==> src/rtl/delivery_game_pkg.sv <==
// -----------------------------------------------------------------------------
// delivery_game_pkg
//   Shared definitions for the delivery game blocks.
//   - vel_state_t : state codes of the velocity acquisition FSM (also shown on
//                   the debug display through the estado port)
//   - VEL_0..VEL_3: 2-bit velocity levels, 0 = slowest, 3 = fastest
//   - DEF_*       : default timing constants for the 50 MHz system clock, so
//                   the control unit and the velocity stage share one base
// -----------------------------------------------------------------------------
package delivery_game_pkg;

    typedef enum logic [3:0] {
        ST_IDLE      = 4'd0,
        ST_TRIGGER   = 4'd1,
        ST_WAIT_ECHO = 4'd2,
        ST_MEASURE   = 4'd3,
        ST_DONE      = 4'd4
    } vel_state_t;

    localparam logic [1:0] VEL_0 = 2'd0;
    localparam logic [1:0] VEL_1 = 2'd1;
    localparam logic [1:0] VEL_2 = 2'd2;
    localparam logic [1:0] VEL_3 = 2'd3;

    localparam int unsigned CLK_HZ             = 50_000_000;
    localparam int unsigned DEF_TRIG_CYCLES    = 500;        // 10 us trigger
    localparam int unsigned DEF_TIMEOUT_CYCLES = 1_250_000;  // 25 ms
    localparam int unsigned DEF_T1             = 29_000;
    localparam int unsigned DEF_T2             = 58_000;
    localparam int unsigned DEF_T3             = 87_000;
    localparam int unsigned DEF_COUNT_W        = 21;

endpackage

==> src/rtl/sync_2ff.sv <==
// -----------------------------------------------------------------------------
// sync_2ff
//   Two-flop synchroniser for asynchronous inputs (sensor echo, buttons).
//   Each bit is synchronised independently; output latency is 2 clocks.
// Ports:
//   clock  in          system clock
//   reset  in          synchronous, active-high reset (clears both stages)
//   d      in  WIDTH   asynchronous inputs
//   q      out WIDTH   synchronised outputs
// -----------------------------------------------------------------------------
module sync_2ff #(
    parameter int WIDTH = 1
) (
    input  logic             clock,
    input  logic             reset,
    input  logic [WIDTH-1:0] d,
    output logic [WIDTH-1:0] q
);

    logic [WIDTH-1:0] meta_reg;
    logic [WIDTH-1:0] sync_reg;

    genvar gi;
    generate
        for (gi = 0; gi < WIDTH; gi = gi + 1) begin : g_bit
            always_ff @(posedge clock) begin
                if (reset) begin
                    meta_reg[gi] <= 1'b0;
                    sync_reg[gi] <= 1'b0;
                end else begin
                    meta_reg[gi] <= d[gi];
                    sync_reg[gi] <= meta_reg[gi];
                end
            end
        end
    endgenerate

    assign q = sync_reg;

endmodule

==> src/rtl/delivery_game_velocity.sv <==
// -----------------------------------------------------------------------------
// delivery_game_velocity
//   Velocity acquisition stage feeding the delivery game control unit.
//   A get_velocity request fires an ultrasonic ranging cycle: the trigger is
//   held high for TRIG_CYCLES clocks, the echo pulse width is counted and then
//   quantised into a 2-bit level. Results are held until the next measurement.
// Ports:
//   clock           in      system clock
//   reset           in      synchronous, active-high reset
//   get_velocity    in      start request (level or pulse), honoured in IDLE
//   echo            in      asynchronous sensor echo
//   trigger         out     sensor trigger (decoded from state)
//   velocity        out 2   quantised level, 0 = slowest, 3 = fastest
//   velocity_ready  out     one-cycle pulse, measurement complete
//   timeout         out     last measurement timed out (held with velocity)
//   busy            out     high in every state except IDLE
//   estado          out 4   current state code for the debug display
// -----------------------------------------------------------------------------
module delivery_game_velocity
    import delivery_game_pkg::*;
#(
    parameter int unsigned TRIG_CYCLES    = DEF_TRIG_CYCLES,
    parameter int unsigned TIMEOUT_CYCLES = DEF_TIMEOUT_CYCLES,
    parameter int unsigned T1             = DEF_T1,
    parameter int unsigned T2             = DEF_T2,
    parameter int unsigned T3             = DEF_T3,
    parameter int unsigned COUNT_W        = DEF_COUNT_W
) (
    input  logic       clock,
    input  logic       reset,
    input  logic       get_velocity,
    input  logic       echo,
    output logic       trigger,
    output logic [1:0] velocity,
    output logic       velocity_ready,
    output logic       timeout,
    output logic       busy,
    output logic [3:0] estado
);

    localparam logic [COUNT_W-1:0] TRIG_LAST    = COUNT_W'(TRIG_CYCLES - 1);
    localparam logic [COUNT_W-1:0] TIMEOUT_LAST = COUNT_W'(TIMEOUT_CYCLES - 1);
    localparam logic [COUNT_W-1:0] T1_C         = COUNT_W'(T1);
    localparam logic [COUNT_W-1:0] T2_C         = COUNT_W'(T2);
    localparam logic [COUNT_W-1:0] T3_C         = COUNT_W'(T3);
    localparam logic [COUNT_W-1:0] ONE_C        = COUNT_W'(1);

    vel_state_t         state_reg;
    logic [COUNT_W-1:0] count_reg;
    logic [1:0]         velocity_reg;
    logic               timeout_reg;
    logic               echo_d_reg;
    logic               echo_s;
    logic               echo_rise;
    logic [1:0]         level_next;

    // Echo path: every decision uses the synchronised echo_s, so the raw
    // input reaches the FSM two clocks after it changes.
    sync_2ff #(
        .WIDTH (1)
    ) u_echo_sync (
        .clock (clock),
        .reset (reset),
        .d     (echo),
        .q     (echo_s)
    );

    // Only a fresh rising edge starts a measurement; an echo that is already
    // high when the wait begins is ignored.
    assign echo_rise = echo_s & ~echo_d_reg;

    // Classifier on the current count: shorter echo means a closer hand,
    // which maps to a faster level.
    always_comb begin
        level_next = VEL_0;
        if (count_reg < T1_C) begin
            level_next = VEL_3;
        end else if (count_reg < T2_C) begin
            level_next = VEL_2;
        end else if (count_reg < T3_C) begin
            level_next = VEL_1;
        end
    end

    always_ff @(posedge clock) begin
        if (reset) begin
            state_reg    <= ST_IDLE;
            count_reg    <= '0;
            velocity_reg <= VEL_0;
            timeout_reg  <= 1'b0;
            echo_d_reg   <= 1'b0;
        end else begin
            echo_d_reg <= echo_s;
            case (state_reg)
                ST_IDLE: begin
                    if (get_velocity) begin
                        state_reg <= ST_TRIGGER;
                        count_reg <= '0;
                    end
                end

                ST_TRIGGER: begin
                    if (count_reg == TRIG_LAST) begin
                        state_reg <= ST_WAIT_ECHO;
                        count_reg <= '0;
                    end else begin
                        count_reg <= count_reg + ONE_C;
                    end
                end

                ST_WAIT_ECHO: begin
                    if (echo_rise) begin
                        // The rise cycle itself is part of the echo width.
                        state_reg <= ST_MEASURE;
                        count_reg <= ONE_C;
                    end else if (count_reg == TIMEOUT_LAST) begin
                        state_reg    <= ST_DONE;
                        velocity_reg <= VEL_0;
                        timeout_reg  <= 1'b1;
                    end else begin
                        count_reg <= count_reg + ONE_C;
                    end
                end

                ST_MEASURE: begin
                    if (!echo_s) begin
                        state_reg    <= ST_DONE;
                        velocity_reg <= level_next;
                        timeout_reg  <= 1'b0;
                    end else if (count_reg == TIMEOUT_LAST) begin
                        // Saturate instead of wrapping on a stuck echo.
                        state_reg    <= ST_DONE;
                        velocity_reg <= VEL_0;
                        timeout_reg  <= 1'b1;
                    end else begin
                        count_reg <= count_reg + ONE_C;
                    end
                end

                ST_DONE: begin
                    state_reg <= ST_IDLE;
                end

                default: begin
                    state_reg <= ST_IDLE;
                end
            endcase
        end
    end

    // Moore outputs decoded from the state register only.
    assign trigger        = (state_reg == ST_TRIGGER);
    assign velocity_ready = (state_reg == ST_DONE);
    assign busy           = (state_reg != ST_IDLE);
    assign estado         = state_reg;
    assign velocity       = velocity_reg;
    assign timeout        = timeout_reg;

endmodule

==> config.mk <==
export PLATFORM = sky130hd
export DESIGN_NAME = delivery_game_velocity
export DESIGN_NICKNAME = d
export VERILOG_FILES = /design/src/rtl/delivery_game_pkg.sv /design/src/rtl/sync_2ff.sv /design/src/rtl/delivery_game_velocity.sv
export SDC_FILE = /design/constraint.sdc
export NUM_CORES = 1
export LEC_CHECK = 0
export CORE_MARGIN = 2
export CORE_UTILIZATION = 31
export DETAILED_ROUTE_END_ITERATION = 12
export GPL_ROUTABILITY_DRIVEN = 0
export SLEW_MARGIN = 20
export SYNTH_ARGS = -nofsm -noshare
export SYNTH_HDL_FRONTEND = slang
export SYNTH_HIERARCHICAL = 1
export SYNTH_SLANG_ARGS = --single-unit
export TNS_END_PERCENT = 50
==> constraint.sdc <==
create_clock -name clock -period 2.89 [get_ports clock]
set_clock_uncertainty 0.2 [all_clocks]
set_input_delay 0.289 -clock clock [delete_from_list [all_inputs] [get_ports clock]]
set_output_delay 0.289 -clock clock [all_outputs]
set_load 0.01 [all_outputs]
==> flow_summary.ini <==
[status]
status = completed

[power]
p_switching_uw = 220
seqPwrFrac_pct = 48.4
power_frac_clock_pct = 41.8
comb_power_share_pct = 9.8
pwr_density_cell_mw_per_mm2 = 395
vdd_drop_max_v = 0.000253
p_leak_nw = 0.656
p_int_uw = 683
p_sw_share_pct = 24.4

[final_layout]
multiInputGateArea_mm2 = 0.00126
final_core_util_pct = 36.2
final_common_cell = dfxtp_1
finalInstanceArea_mm2 = 0.00228
final_nets = 256
largest_register_ffs = 21
area_delta_synth_final_pct = 14.0
nFillCells = 693
antenna_cells = 0
final_cell_mix = 31 x dfxtp_1, 21 x nand2_1, 18 x nor2_1
drive_above_1_share_pct = 17.1
seq_area_um2 = 621

[setup_path]
crit_buf_inv = 0
slowest_delay_ns = 0.59
crit_required_ns = 2.85
cp.arrival_ns = 2.53
cp-end-kind = register
crit_type = reg2reg
critPathMaxFanout = 10
crit_chain = ha_1 -> nor2b_1 -> nand4_1 -> o41ai_4 -> o31ai_4 -> nand2_2 -> o31ai_1
crit_slowest_cell = o41ai_4
cp-start-kind = register
crit_family = compound AO/OA/AOI/OAI gates

[die]
die_h_um = 84.4
die_area_mm2 = 0.00712
io_pins = 14
start_util_pct = 31.7
fp.dieW_um = 84.4
row_count = 29
core-area_mm2 = 0.00631

[timing]
period_minus_slack_ns = 2.56
slew_headroom_pct = 58.4
rsz0062_at_grt = false
setup_tns_ns = 0
tightest_slew_ns = 0.618
post-route-period-util_pct = 88.7
slew_violations = 0
final_hold_viol_count = 0
fmax_mhz = 390
setup_viol = 0

[routing]
vias = 1932
drcViolationCount = 0
routed_via_density = 5.87
antenna_left = 0
wire_per_inst_um = 15.8
wirelength_um = 5200
dr.pass1.iters = 4
drtIter0Drc = 132

[synth]
synth_top_area_share_pct = 31.0
avgSynthCellArea_um2 = 8.35
async_reset_ff_share_pct = 0
synth_cell_types = 63
synthesis.area_mm2 = 0.00200
synth_top_cell_by_area = dfxtp_1
synth-seq-area-share_pct = 31.0
syn_inst = 240
yosysWarnings = 6
ys_ff_latch = 31
synth_edf_count = 0
synth_top_flop_cell = dfxtp_1
synth.top_cells.by_area = dfxtp_1 31%, o211ai_1 4.5%, nand2_1 3.9%
syn_nets = 245

[cts]
cts.sinks = 31
clkTransAtPathRegs_ns = 0.07
cts_root_buffer = clkbuf_8
post_cts_resize_count = 0
cts_buffers = 5
cts_buffer_depth = 2
cts_tree = built
htreeDepth = 2
cts_hold_buffers = 0
post_cts.repair.setup_buffers = 0
insertion_delay_ns = 0.28

[hold_path]
min_path_type = reg2reg

[global_routing]
grt_max_degree = 14
antenna_found_initial = 0
grt_overflow = 0
grt_use_total_pct = 15.5
grt_pass1_wl_um = 9080
grt_pass1_vias = 1840

[placed_design]
hpwl_um = 3850
placed_area_mm2 = 0.00218
port_buffers = 13

[flow_run]
maxCapViolCount = 0
layer usage:
metal	routed length (um)	global-route usage, %	up-vias	part of all wire (%)
li1	-	-	940	-
met5	0	0	-	0
met2	2470	24.3	51	47
met1	2340	20.6	929	45
met4	134	7.22	0	2.6
met3	264	2.75	12	5.1
layout make-up:
type	instances	area share [%]
multi-input cells	186	55.2
clock buffers	8	4.38
repair buffers	19	7.67
flip-flops and latches	31	27.2
well taps	77	4.22
inverters	8	1.32
Yosys cell counts (2+ instances only):
master,instances
inv_1,7
nand3_1,13
or4b_4,2
or2_2,4
nor3b_1,2
o21ai_0,4
nor2b_1,6
dfxtp_1,31
nand2_2,3
buf_6,3
o211ai_1,12
nand2b_1,2
o311ai_0,2
nor4_1,2
nor4_2,4
a311oi_1,4
nand2_1,21
nand3b_1,2
a41oi_1,3
o21ai_1,6
nor3_1,7
a221oi_1,2
a21oi_1,14
nand4_1,6
o31ai_1,9
nor3_2,4
clkbuf_1,4
nor2_1,18
a31oi_1,4
buf_2,6
power by group through the flow:
| stage | combinational (mW) | sequential [mW] | clock (mW) |
|---|---|---|---|
| after floorplan | 0.0565 | 0.444 | 0 |
| after global placement | 0.0880 | 0.446 | 0 |
| after detailed placement | 0.0871 | 0.446 | 0 |
| after CTS | 0.0877 | 0.437 | 0.394 |
| after global routing | 0.0956 | 0.437 | 0.407 |
| final | 0.0883 | 0.437 | 0.378 |
cell families (layout without fill, tap and decap cells):
family / Yosys count / after routing / share of synthesized area, %
AND/OR/NAND/NOR: 108 / 108 / 32.6
adder cells (fa/ha/maj): 1 / 1 / 0.625
AO/OA/AOI/OAI: 75 / 75 / 29.0
other: 1 / 1 / 0.187
buffers and inverters: 23 / 35 / 6.06
flip-flops: 31 / 31 / 31.0
multiplexers: 1 / 1 / 0.500
worst paths after layout:
path                         from             to  slack, ns  depth (start not counted)
max reg2reg          count_reg[0]   count_reg[9]       0.33                          7
min reg2reg  u_echo_sync/meta_reg  u_echo_sync/q       0.25                          1
min          u_echo_sync/meta_reg  u_echo_sync/q       0.25                          1
max                  count_reg[0]   count_reg[9]       0.33                          7
stage by stage:
| stage | total power, mW | std cells | hold WS, ns | setup WS, ns |
|---|---|---|---|---|
| 5_1_grt | 0.939 | 329 | 0.272 | 0.0890 |
| 3_5_place_dp | 0.533 | 321 | 0.245 | 0.345 |
| 3_3_place_gp | 0.534 | 321 | 0.241 | 0.441 |
| 4_1_cts | 0.919 | 329 | 0.259 | 0.348 |
| 2_1_floorplan | 0.501 | 240 | 0.161 | 0.646 |
| 6_report | 0.903 | 329 | 0.246 | 0.325 |
Power figures use the tool's default switching activity.
